--- config.mk ---
export PLATFORM = sky130hd
export DESIGN_NAME = alu_muldiv_seq
export DESIGN_NICKNAME = d
export VERILOG_FILES = /design/src/rtl/alu_muldiv_seq.sv
export SDC_FILE = /design/constraint.sdc
export NUM_CORES = 1
export LEC_CHECK = 0
export BUFFER_PORTS_ARGS = -buffer_cell sky130_fd_sc_hd__buf_2
export CAP_MARGIN = 20
export CELL_PAD_IN_SITES_DETAIL_PLACEMENT = 1
export CELL_PAD_IN_SITES_GLOBAL_PLACEMENT = 2
export CORE_MARGIN = 4
export CORE_UTILIZATION = 41
export DETAILED_ROUTE_END_ITERATION = 7
export PLACE_DENSITY_LB_ADDON = 0.05
export RECOVER_POWER = 50
export SLEW_MARGIN = 15
export SYNTH_ARGS = -nofsm -noshare
export SYNTH_HDL_FRONTEND = slang
export SYNTH_SLANG_ARGS = --single-unit
--- constraint.sdc ---
create_clock -name clk -period 8.8 [get_ports clk]
set_clock_uncertainty 0.2 [all_clocks]
set_input_delay 2.2 -clock clk [delete_from_list [all_inputs] [get_ports clk]]
set_output_delay 2.2 -clock clk [all_outputs]
set_load 0.01 [all_outputs]
--- src/rtl/alu_muldiv_seq.sv ---
// Iterative unsigned multiply/divide unit: radix-2 shift-add multiply or restoring
// divide over WIDTH cycles, with a registered result that holds between ops.
module alu_muldiv_seq #(
  parameter int WIDTH = 32
) (
  input  logic             clk,
  input  logic             rst_n,
  input  logic             start,
  input  logic [1:0]       op,
  input  logic [WIDTH-1:0] a,
  input  logic [WIDTH-1:0] b,
  output logic             busy,
  output logic             done,
  output logic [WIDTH-1:0] result,
  output logic             div_by_zero
);

  localparam int CW = $clog2(WIDTH);
  localparam logic [CW-1:0] LAST_ITER = CW'(WIDTH - 1);

  localparam logic [1:0] IDLE = 2'd0;
  localparam logic [1:0] RUN  = 2'd1;
  localparam logic [1:0] DONE = 2'd2;

  localparam logic [1:0] OP_MUL  = 2'b00;
  localparam logic [1:0] OP_MULH = 2'b01;
  localparam logic [1:0] OP_DIV  = 2'b10;

  logic [1:0]         state;
  logic [CW-1:0]      count;
  logic [1:0]         op_q;
  logic               dbz_pend;
  // const_q holds the operand that stays fixed (multiplicand or divisor);
  // shift_q walks the other one (multiplier bits out, or dividend bits out / quotient bits in).
  logic [WIDTH-1:0]   const_q;
  logic [WIDTH-1:0]   shift_q;
  // Product accumulator for MUL/MULH; the low WIDTH+1 bits are the partial remainder for DIV/REM.
  logic [2*WIDTH-1:0] acc;

  logic [WIDTH-1:0]   addend;
  logic [WIDTH:0]     mul_sum;
  logic [WIDTH:0]     rem_shift;
  logic [WIDTH+1:0]   trial;
  logic [2*WIDTH-1:0] acc_nxt;
  logic [WIDTH-1:0]   shift_nxt;
  logic [WIDTH-1:0]   res_sel;

  assign busy = (state == RUN);
  assign done = (state == DONE);

  // NOTE: every always_comb output gets a default first so no path can infer a latch.
  always_comb begin
    acc_nxt   = acc;
    shift_nxt = shift_q;
    addend    = shift_q[0] ? const_q : '0;
    mul_sum   = {1'b0, acc[2*WIDTH-1:WIDTH]} + {1'b0, addend};
    rem_shift = {acc[WIDTH-1:0], shift_q[WIDTH-1]};
    trial     = {1'b0, rem_shift} - {2'b00, const_q};

    if (!op_q[1]) begin
      acc_nxt   = {mul_sum, acc[WIDTH-1:1]};
      shift_nxt = shift_q >> 1;
    end else begin
      acc_nxt          = '0;
      // A negative trial (borrow out) means restore the shifted remainder.
      acc_nxt[WIDTH:0] = trial[WIDTH+1] ? rem_shift : trial[WIDTH:0];
      shift_nxt        = {shift_q[WIDTH-2:0], ~trial[WIDTH+1]};
    end

    case (op_q)
      OP_MUL:  res_sel = acc_nxt[WIDTH-1:0];
      OP_MULH: res_sel = acc_nxt[2*WIDTH-1:WIDTH];
      OP_DIV:  res_sel = shift_nxt;
      default: res_sel = acc_nxt[WIDTH-1:0];
    endcase
  end

  // NOTE: sequential state uses non-blocking assignments so every register sees pre-edge values.
  always_ff @(posedge clk or negedge rst_n) begin
    if (!rst_n) begin
      state       <= IDLE;
      count       <= '0;
      op_q        <= OP_MUL;
      dbz_pend    <= 1'b0;
      const_q     <= '0;
      shift_q     <= '0;
      acc         <= '0;
      result      <= '0;
      div_by_zero <= 1'b0;
    end else begin
      case (state)
        IDLE, DONE: begin
          if (start) begin
            state    <= RUN;
            count    <= '0;
            op_q     <= op;
            dbz_pend <= op[1] && (b == '0);
            const_q  <= op[1] ? b : a;
            shift_q  <= op[1] ? a : b;
            acc      <= '0;
          end else begin
            state <= IDLE;
          end
        end
        RUN: begin
          acc     <= acc_nxt;
          shift_q <= shift_nxt;
          count   <= count + CW'(1);
          if (count == LAST_ITER) begin
            state       <= DONE;
            result      <= res_sel;
            div_by_zero <= dbz_pend;
          end
        end
        default: state <= IDLE;
      endcase
    end
  end

endmodule
==> flow_summary.toml <==
[worst_setup_path]
crit_required_ns = 8.88
worst_setup_path_start_kind = "input pin"
critical_path_class = "input pin to register"
crit_slowest_cell = "clkbuf_1"
r2r-start = "state[1]"
cp_max_fo = 53
r2r_cells = 12
r2r-end = "result[15]"
rrSetupSlack_ns = 3.58
worst_path_largest_cell_delay_ns = 2.58
critPathCaptureType = "register"
crit_chain = "buf_4 > clkbuf_1 > mux2i_1 > o221ai_1"
crit_arrival_ns = 5.92

[timing]
fin_crit_sh_pct = 66.36
rsz0062_at_grt = "false"
drv_slew = 293
setup_slack_ns = 2.960
setup_violations = 0
fin_crit_ns = 5.840
slew_headroom_pct = -144.2
fin_setup_tns_ns = 0
hold_viol_final = 0
max_clock_freq_mhz = 171.2
worst_slew_pin_slew_ns = 3.663

[pwr]
p_sw_share_pct = 51.31
pwr-share-clk_pct = 11.8
fin_total_pwr_mw = 6.873
power.switching_mw = 3.526
p_int_mw = 3.346
max-vdd-ir-drop_v = 0.0001972
combPwrFrac_pct = 64.4
powerDensity_nw_per_um2 = 498.3
power_frac_seq_pct = 23.8
leakage_nw = 6.415

[place]
placed_cell_area_sq_um = 13240
dpl_worst_slack_ns = 3.959
io_buffers = 103
globalplace.congestion = 0.8764
hpwl_um = 34120

[finish]
finalCoreUtilization_pct = 46.29
diodes = 0
final_area_sq_um = 13790
nets = 1589
drive_gt1_share_pct = 10.88
synthToLayoutAreaGrowth_pct = 10.65

[detailed_routing]
wl_um = 47050
route.vias.total = 11400
remaining_drc_errors = 0
first_pass_iters = 5
drt-wirelength-per-cell_um = 25.40
detail-route-antenna-nets = 0
drtIter0Drc = 861
viasPerCell = 6.153

[logic_synthesis]
yosysWarnings = 0
syn-instance-count = 1405
synthSimpleGateAreaFrac_pct = 12.35
synthXorXnorAreaFrac_pct = 3.935
synth-edff-count = 0
synthAdderAreaFrac_pct = 7.146
synth_seq_cells = 171
synth.distinct_cells = 76
synth_compound_area_share_pct = 28.25
syn_nets = 1544
avgSynthCellArea_sq_um = 8.872
syn_area_sq_um = 12470
ys_seq_area_share_pct = 34.33
async_flop_share_pct = 100.0
synthFlopType = "dfrtp_1"
yosys-mux-area-fraction_pct = 9.616
synth_top_family_by_area = "compound AO/OA/AOI/OAI gates"

[clock_network]
clk_latency_ns = 0.45
cts_max_level = 4
ctsLongestPathBuffers = 2
cts_tree = "done"
post-cts-setup-buffers = 0
cts_resized = 0
path_clk_slew_ns = 0.07
cts_root_buf = "clkbuf_16"
ctsHoldBuffers = 0
numCtsBuffers = 17
cts.sinks = 171

[global_routing]
grt_first_pass_wirelength_um = 72420
antenna_found_initial = 1
grt_pass1_vias = 11710
overflow = 0
grt_max_degree = 103
grtUsageTotal_pct = 28.03

[die]
rows = 63
dieArea_sq_um = 33260
io_pins = 104
fp.dieH_um = 182.4
die_x_um = 182.4
fp.coreArea_sq_um = 29800
start_util_pct = 41.84

[worst_hold_path]
whs_path_depth = 1
min_to = "count[3]"
hold_class = "register to register"
hold_start = "count[3]"

[run_status]
failed_checks = "max-capacitance violations, max-slew violations"
status = "complete, but fails checks"

[run]
drv_cap = 5
-- power by group through the flow --
stage               Clock [mW]  Combinational (mW)  Sequential, mW
global route             0.855                4.85            1.68
finish                   0.812                4.43            1.63
floorplan                    0                3.19            1.43
global placement             0                4.27            1.64
detailed placement           0                4.36            1.64
CTS                      0.820                4.39            1.64
-- kinds of logic after synthesis --
| family | count (synthesis) |
|---|---|
| XOR/XNOR | 56 |
| AND/OR/NAND/NOR | 324 |
| AO/OA/AOI/OAI | 528 |
| adder cells (fa/ha/maj) | 70 |
| buffers and inverters | 139 |
| flip-flops | 171 |
| multiplexers | 117 |
-- flip-flops by register name, summed over array words and instances, names as in the netlist --
signal	cells
op_q	2
shift_q	32
count	5
state	2
result	32
acc	64
div_by_zero	1
dbz_pend	1
const_q	32
-- layout make-up --
cell class / instances / area [sq um]
clock buffers: 21 / 450.4
multi-input cells: 1095 / 7660
fillers: 3473 / 16000
repair buffers: 118 / 593.1
inverters: 47 / 176.4
clock inverters: 10 / 142.6
well taps: 390 / 488.0
flip-flops and latches: 171 / 4283
-- worst max-delay path by stage --
stage	start	endpoint	slack, ns	cells after the start
floorplan	start	shift_q[31]	5.14	6
global placement	b[3]	dbz_pend	3.39	6
detailed placement	b[3]	dbz_pend	3.96	6
CTS	shift_q[0]	result[19]	4.33	12
global route	op[1]	shift_q[1]	2.62	4
finish	op[1]	shift_q[1]	2.96	4
-- worst max-delay path: cells and delay by family --
family                 cells  cell delay, ns
AO/OA/AOI/OAI              1            0.33
buffers and inverters      2            2.79
multiplexers               1            0.50
-- cell usage after synthesis, drive strengths merged, types with 4 or more instances --
cell type | number | area, sq um
a21o | 54 | 412.9
xor2 | 19 | 166.4
and3 | 13 | 81.33
o211a | 4 | 40.04
o21ai | 159 | 795.8
inv | 47 | 176.4
dfrtp | 171 | 4279
and2 | 37 | 231.5
nor2b | 12 | 75.07
a22oi | 28 | 210.2
mux2i | 95 | 950.9
o21bai | 9 | 67.56
clkbuf | 74 | 277.8
nor2 | 63 | 239.0
o31ai | 11 | 82.58
o221ai | 15 | 131.4
xnor2 | 37 | 324.1
o31a | 4 | 35.03
nand3 | 14 | 70.07
ha | 68 | 850.8
a221o | 4 | 40.04
nand4 | 18 | 112.6
nand2 | 125 | 471.7
buf | 18 | 91.34
a211o | 5 | 43.79
nor3 | 13 | 65.06
a31oi | 15 | 93.84
a31o | 4 | 35.04
a21oi | 92 | 464.2
a22o | 41 | 359.1
a21boi | 5 | 37.53
o21a | 8 | 60.06
nor4 | 7 | 43.79
mux2 | 22 | 247.7
or3 | 7 | 43.79
nand2b | 9 | 56.30
a221oi | 7 | 67.56
o211ai | 16 | 120.1
a211oi | 16 | 125.1
-- layer usage --
| layer | up-vias | part of all wire (%) | GRT usage, % | wire length [um] |
|---|---|---|---|---|
| met5 | - | 0 | 0 | 0 |
| met4 | 0 | 3.6 | 9.517 | 1712 |
| met3 | 57 | 3.4 | 3.588 | 1579 |
| met2 | 273 | 47 | 45.63 | 21930 |
| met1 | 5760 | 46 | 38.72 | 21830 |
| li1 | 5306 | - | - | - |
-- per-stage QoR --
step | std cells | hold slack, ns
finish | 1852 | 0.2985
global route | 1852 | 0.3133
CTS | 1851 | 0.2922
detailed placement | 1820 | 0.2660
global placement | 1820 | 0.2601
floorplan | 1405 | 0.2386
-- layout by cell type (no fill, tap or decap), types with 4 or more instances in the layout --
cell         n
o21a_1       8
clkbuf_16   17
nand2b_1     9
xor2_1      19
nand3_1     14
mux2_2      22
o211ai_1    16
and2_1      37
o31a_1       4
or3_1        7
o21ai_1      8
a211o_1      5
nand2_1    124
ha_1        68
a221o_1      4
nor4_1       6
a21o_1      53
o21bai_1     9
and3_1      13
buf_4       10
clkbuf_1    34
xnor2_1     37
o21ai_0    151
nor2b_1     11
mux2i_1     95
a21oi_1     91
dfrtp_1    170
nor2_1      60
o31ai_1     11
a211oi_1    15
nand4_1     18
o211a_1      4
a22o_1      41
nor3_1      13
a221oi_1     6
a22oi_1     28
a31oi_1     15
o221ai_1    15
inv_1       46
buf_2       75
Note: power is estimated with default switching activity, not from simulation.
